--- src/rtl/mem_bus_pkg.sv ---
// mem_bus_pkg: shared definitions for the two-master memory bus.
//   - bus command encodings (NONE / MWRITE / MREAD)
//   - default address/data widths
//   - fixed I/O addresses (LED register, switch port)
//   - arbiter state enum
//   - is_access(): true for commands that actually touch the bus
package mem_bus_pkg;

  localparam int DEF_ADDR_W = 9;
  localparam int DEF_DATA_W = 16;

  localparam logic [1:0] NONE   = 2'b00;
  localparam logic [1:0] MWRITE = 2'b01;
  localparam logic [1:0] MREAD  = 2'b10;

  localparam logic [8:0] LED_ADDR = 9'h100;
  localparam logic [8:0] SW_ADDR  = 9'h140;

  typedef enum logic {
    IDLE    = 1'b0,
    RD_WAIT = 1'b1
  } state_t;

  // Command 11 is reserved and, like NONE, never wins a grant.
  function automatic logic is_access(input logic [1:0] cmd);
    return (cmd == MWRITE) || (cmd == MREAD);
  endfunction

endpackage

--- src/rtl/mem_arbiter_rr_pick2.sv ---
// rr_pick2: combinational 2-way round-robin picker.
//   elig[1:0] - per-master eligibility
//   last      - index granted most recently
//   pick      - chosen master index (meaningful only when valid)
//   valid     - at least one master is eligible
module rr_pick2
  import mem_bus_pkg::*;
(
  input  logic [1:0] elig,
  input  logic       last,
  output logic       pick,
  output logic       valid
);

  always_comb begin
    valid = |elig;
    // On a tie, the master that did not go last wins; otherwise the lone
    // eligible master (elig[1] alone -> 1, elig[0] alone or none -> 0).
    if (elig == 2'b11) begin
      pick = ~last;
    end else begin
      pick = elig[1];
    end
  end

endmodule

--- src/rtl/mem_arbiter.sv ---
// mem_arbiter: round-robin arbiter letting two masters share the
// single-port synchronous RAM and I/O of the memory-mapped bus.
// One access in flight at a time; writes complete in the grant cycle,
// reads spend one extra RD_WAIT cycle returning data.
// Ports:
//   clk, reset                      - clock, synchronous active-high reset
//   req0/cmd0/addr0/wdata0          - master 0 request
//   gnt0, rvalid0, rdata0           - master 0 grant / read return
//   req1/cmd1/addr1/wdata1          - master 1 request
//   gnt1, rvalid1, rdata1           - master 1 grant / read return
//   bus_cmd/bus_addr/bus_wdata      - to the address decode logic
//   bus_rdata                       - resolved read data from RAM or switches
module mem_arbiter
  import mem_bus_pkg::*;
#(
  parameter int ADDR_W = DEF_ADDR_W,
  parameter int DATA_W = DEF_DATA_W
) (
  input  logic              clk,
  input  logic              reset,
  input  logic              req0,
  input  logic [1:0]        cmd0,
  input  logic [ADDR_W-1:0] addr0,
  input  logic [DATA_W-1:0] wdata0,
  output logic              gnt0,
  output logic              rvalid0,
  output logic [DATA_W-1:0] rdata0,
  input  logic              req1,
  input  logic [1:0]        cmd1,
  input  logic [ADDR_W-1:0] addr1,
  input  logic [DATA_W-1:0] wdata1,
  output logic              gnt1,
  output logic              rvalid1,
  output logic [DATA_W-1:0] rdata1,
  output logic [1:0]        bus_cmd,
  output logic [ADDR_W-1:0] bus_addr,
  output logic [DATA_W-1:0] bus_wdata,
  input  logic [DATA_W-1:0] bus_rdata
);

  state_t            state_reg;
  logic              last_reg;
  logic [ADDR_W-1:0] hold_addr_reg;
  logic              hold_owner_reg;
  logic [DATA_W-1:0] rdata0_reg;
  logic [DATA_W-1:0] rdata1_reg;

  logic [1:0] req_v;
  logic [1:0] cmd_v [2];
  logic [1:0] elig;
  logic       pick;
  logic       pick_valid;
  logic [1:0] sel_cmd;
  logic [ADDR_W-1:0] sel_addr;

  assign req_v    = {req1, req0};
  assign cmd_v[0] = cmd0;
  assign cmd_v[1] = cmd1;

  genvar gi;
  generate
    for (gi = 0; gi < 2; gi++) begin : g_elig
      assign elig[gi] = req_v[gi] && is_access(cmd_v[gi]);
    end
  endgenerate

  rr_pick2 u_pick (
    .elig  (elig),
    .last  (last_reg),
    .pick  (pick),
    .valid (pick_valid)
  );

  assign sel_cmd  = pick ? cmd1  : cmd0;
  assign sel_addr = pick ? addr1 : addr0;

  // Outputs are forced idle while reset is high so a read caught in
  // RD_WAIT by reset never signals rvalid.
  always_comb begin
    gnt0      = 1'b0;
    gnt1      = 1'b0;
    rvalid0   = 1'b0;
    rvalid1   = 1'b0;
    rdata0    = reset ? '0 : rdata0_reg;
    rdata1    = reset ? '0 : rdata1_reg;
    bus_cmd   = NONE;
    bus_addr  = '0;
    bus_wdata = '0;
    if (!reset) begin
      case (state_reg)
        IDLE: begin
          if (pick_valid) begin
            gnt0      = ~pick;
            gnt1      = pick;
            bus_cmd   = sel_cmd;
            bus_addr  = sel_addr;
            bus_wdata = pick ? wdata1 : wdata0;
          end
        end
        RD_WAIT: begin
          // Keep the read address on the bus so the switch port stays
          // selected and RAM dout (captured at the grant edge) is steered out.
          bus_cmd  = MREAD;
          bus_addr = hold_addr_reg;
          if (hold_owner_reg) begin
            rvalid1 = 1'b1;
            rdata1  = bus_rdata;
          end else begin
            rvalid0 = 1'b1;
            rdata0  = bus_rdata;
          end
        end
        default: ;
      endcase
    end
  end

  always_ff @(posedge clk) begin
    if (reset) begin
      state_reg      <= IDLE;
      last_reg       <= 1'b1;
      hold_addr_reg  <= '0;
      hold_owner_reg <= 1'b0;
      rdata0_reg     <= '0;
      rdata1_reg     <= '0;
    end else begin
      case (state_reg)
        IDLE: begin
          if (pick_valid) begin
            last_reg <= pick;
            if (sel_cmd == MREAD) begin
              hold_addr_reg  <= sel_addr;
              hold_owner_reg <= pick;
              state_reg      <= RD_WAIT;
            end
          end
        end
        RD_WAIT: begin
          if (hold_owner_reg) begin
            rdata1_reg <= bus_rdata;
          end else begin
            rdata0_reg <= bus_rdata;
          end
          state_reg <= IDLE;
        end
        default: state_reg <= IDLE;
      endcase
    end
  end

endmodule

--- config.mk ---
export PLATFORM = sky130hd
export DESIGN_NAME = mem_arbiter
export DESIGN_NICKNAME = d
export VERILOG_FILES = /design/src/rtl/mem_bus_pkg.sv /design/src/rtl/mem_arbiter_rr_pick2.sv /design/src/rtl/mem_arbiter.sv
export SDC_FILE = /design/constraint.sdc
export NUM_CORES = 1
export LEC_CHECK = 0
export CORE_MARGIN = 1
export CORE_UTILIZATION = 41
export DETAILED_ROUTE_END_ITERATION = 12
export HOLD_SLACK_MARGIN = 0.1
export PLACE_DENSITY = 0.87
export SETUP_SLACK_MARGIN = 0.05
export SYNTH_ARGS = -nofsm -noshare
export SYNTH_HDL_FRONTEND = slang
export SYNTH_SLANG_ARGS = --single-unit
--- constraint.sdc ---
create_clock -name clk -period 4.2 [get_ports clk]
set_input_delay 0.42 -clock clk [delete_from_list [all_inputs] [get_ports clk]]
set_output_delay 0.42 -clock clk [all_outputs]
set_load 0.02 [all_outputs]
==> Flow_metrics.wiki <==
{| class="wikitable"
! Metric !! Value
|-
| Routability congestion estimate from global placement || 0.7688
|-
| Hold-fix buffers, CTS || 0
|-
| Number of H-tree levels || 2
|-
| CP endpoint kind || primary output
|-
| Maximum clock frequency || 296.3 MHz
|-
| Fraction of the yosys area taken by sequential cells || 38.20%
|-
| Post-synth cell types || 33
|-
| Result of the run || finished clean
|-
| Critical path class || input pin to primary output
|-
| Final worst path period share || 80.35%
|-
| Filler Cell Count || 455
|-
| Final setup violation count || 0
|-
| Post-Syn Nets || 375
|-
| Worst setup slack before clock tree synthesis || 0.8929 ns
|-
| Drt via density || 5.365
|-
| Chip Width || 77.00 um
|-
| Starting DRT DRC Count || 103
|-
| Total wire length after detailed routing || 7.122 mm
|-
| Leakage || 1.323 nW
|-
| Total core area || 5270 um^2
|-
| Slew at the pin with the worst max-slew slack || 0.6926 ns
|-
| Setup slack after layout || 0.8253 ns
|-
| CP Launch Type || input pin
|-
| Estimated wirelength of the detail-placed design || 5.295 mm
|-
| Quantity of gates resized following cts || 0
|-
| Post-synthesis cell type with the largest combined area || sky130_fd_sc_hd__dfxtp_1
|-
| Largest net degree at the start of global routing || 67
|-
| Full die area || 5928 um^2
|-
| Total Negative Setup Slacks || 0 ns
|-
| Maximum Capacitance Violations || 0
|-
| Proportion of layout cells with a drive suffix above 1 || 4.255%
|-
| Number of antenna cells inserted || 0
|-
| Worst hold-check path type || flip-flop to flip-flop
|-
| Clk root buf || sky130_fd_sc_hd__clkbuf_8
|-
| Layout net count || 497
|-
| Clock transition at path regs || 0.07 ns
|-
| Headroom to the max-slew limit || 53.82%
|-
| IO Pins || 137
|-
| Final hold viol count || 0
|-
| Period minus WS final || 3.375 ns
|-
| Vias in the first global route || 2448
|-
| VDD IR-drop max || 0.1688 mV
|-
| Die extent in y || 77.00 um
|-
| Overall Power || 0.0009392 W
|-
| Remaining number of nets flagged by the antenna check after routing || 0
|-
| Arrival time of the worst setup path || 2.95 ns
|-
| Port bufs || 136
|-
| Drt drc || 0
|-
| Maximum clock skew at final layout || 0.008306 ns
|-
| Ranking of synthesized cells by area || sky130_fd_sc_hd__dfxtp_1 (38%), sky130_fd_sc_hd__a21oi_1 (14%), sky130_fd_sc_hd__nand2_1 (13%)
|-
| GRT Overall Usage || 24.21%
|-
| Mean area per synthesized cell || 7.661 um^2
|-
| Synth Register Bits || 44
|-
| First-pass GRT wire length || 11.52 mm
|-
| Total via count in the routed design || 2645
|-
| Pwr Density || 251.6 nW/um^2
|-
| Buffer count from post-CTS setup fixing || 0
|-
| Wire length per cell || 14.45 um
|-
| DR pass1 iterations || 4
|-
| Initial Util || 43.76%
|-
| Clock buffers created by TritonCTS || 5
|-
| Initial antenna violation count || 0
|-
| CTS tree || done
|-
| Leading cell types in the layout, fill and taps excluded || sky130_fd_sc_hd__clkdlybuf4s50_1 (135), sky130_fd_sc_hd__nand2_1 (81), sky130_fd_sc_hd__a21oi_1 (64)
|-
| Most common cell after layout, fill and taps aside || sky130_fd_sc_hd__clkdlybuf4s50_1
|-
| Number of pins with negative max-slew slack in the final report || 0
|-
| Core Rows || 26
|-
| Unrepaired setup endpoints after global routing || no
|-
| Number of warnings printed during yosys synthesis || 0
|-
| GRT overflow || 0
|-
| Area growth syn-to-layout || 61.91%
|-
| Required time of the worst setup path || 3.78 ns
|-
| Mapped Area || 2306 um^2
|-
| Clock network latency to the later pin of the worst-skew pair || 0.29 ns
|-
| Number of buffers on the longest clock path || 2
|-
| Proportion of netlist area held by the largest area contributor || 38.20%
|-
| Gate count after technology mapping || 301
|-
| Largest driver fanout on the critical path || 12
|-
| Sink Count || 44
|}
[worst paths after layout]
check | startpoint | end | cells after the start | slack (ns)
worst max-delay path | cmd0[1] | bus_addr[7] | 6 | 0.83
worst min-delay path | rdata0_reg[0] | rdata0_reg[0] | 2 | 0.47
worst max register to register | last_reg | hold_owner_reg | 5 | 2.33
worst min register to register | rdata0_reg[0] | rdata0_reg[0] | 2 | 0.47
[through the flow]
stage	hold WS (ns)	std cells	area [um^2]	util, %
global placement	0.4500	486	3652	69.30
CTS	0.4682	493	3734	70.85
detailed placement	0.4575	486	3652	69.30
floorplan	0.4442	301	2306	-
global route	0.4969	493	3734	70.85
finish	0.4658	493	3734	70.85
[power by group]
group	switching, W	leakage [nW]	internal [W]	total [W]
clock	0.000138	0.0400	0.000113	0.000251
combinational	0.000118	0.927	0.000135	0.000253
sequential	0.00000653	0.356	0.000429	0.000436
[cell usage after synthesis]
master,number
sky130_fd_sc_hd__a211oi_1,9
sky130_fd_sc_hd__nor2b_1,2
sky130_fd_sc_hd__and3b_1,1
sky130_fd_sc_hd__buf_1,1
sky130_fd_sc_hd__buf_2,3
sky130_fd_sc_hd__clkbuf_1,17
sky130_fd_sc_hd__buf_6,4
sky130_fd_sc_hd__nand2b_1,1
sky130_fd_sc_hd__dfxtp_1,44
sky130_fd_sc_hd__nand2_1,81
sky130_fd_sc_hd__nor2_1,8
sky130_fd_sc_hd__nand3_1,1
sky130_fd_sc_hd__o2111a_1,1
sky130_fd_sc_hd__buf_4,1
sky130_fd_sc_hd__and2_1,1
sky130_fd_sc_hd__a21boi_0,1
sky130_fd_sc_hd__nor3_4,1
sky130_fd_sc_hd__o221a_2,1
sky130_fd_sc_hd__mux2_2,1
sky130_fd_sc_hd__xor2_1,2
sky130_fd_sc_hd__o211ai_2,1
sky130_fd_sc_hd__mux2i_1,10
sky130_fd_sc_hd__a41oi_1,9
sky130_fd_sc_hd__a21bo_2,1
sky130_fd_sc_hd__and4_1,1
sky130_fd_sc_hd__a32oi_1,1
sky130_fd_sc_hd__a21oi_1,64
sky130_fd_sc_hd__o21ai_0,10
sky130_fd_sc_hd__inv_1,3
sky130_fd_sc_hd__o311ai_0,1
sky130_fd_sc_hd__xnor2_1,1
sky130_fd_sc_hd__nand3b_1,1
sky130_fd_sc_hd__a22o_1,17
[critical path, stage by stage]
cell and delay [ns]:
sky130_fd_sc_hd__clkdlybuf4s50_1 0.58, sky130_fd_sc_hd__xor2_1 0.29, sky130_fd_sc_hd__a22o_1 0.42, sky130_fd_sc_hd__nand2_1 0.31
sky130_fd_sc_hd__o21ai_0 0.29, sky130_fd_sc_hd__clkdlybuf4s50_1 0.64
[cells by family (layout without fill, tap and decap cells)]
family                 Yosys count  in the layout  share of synthesized area [%]
multiplexers                    11             11                          4.829
XOR/XNOR                         3              3                          1.140
AND/OR/NAND/NOR                 98             98                          17.58
flip-flops                      44             44                          38.20
AO/OA/AOI/OAI                  116            116                          31.90
buffers and inverters           29            151                          6.348
[routing by layer]
layer  routed length [um]  vias to the layer above  GRT usage, %
li1                     -                     1313             -
met1                 2900                     1206         26.79
met2                 3538                      109         44.11
met3                  469                       17         5.595
met4                  214                        0         10.00
met5                    0                        -             0
[layout make-up]
class	count	area [um^2]	share of cell area, %
inverters	3	11.26	0.3016
clock buffers	5	68.82	1.843
multi-input cells	228	1279	34.25
clock inverters	2	12.51	0.3351
repair buffers	141	1394	37.33
flip-flops and latches	44	880.8	23.59
well taps	70	87.58	2.346
Power figures use the tool's default switching activity.
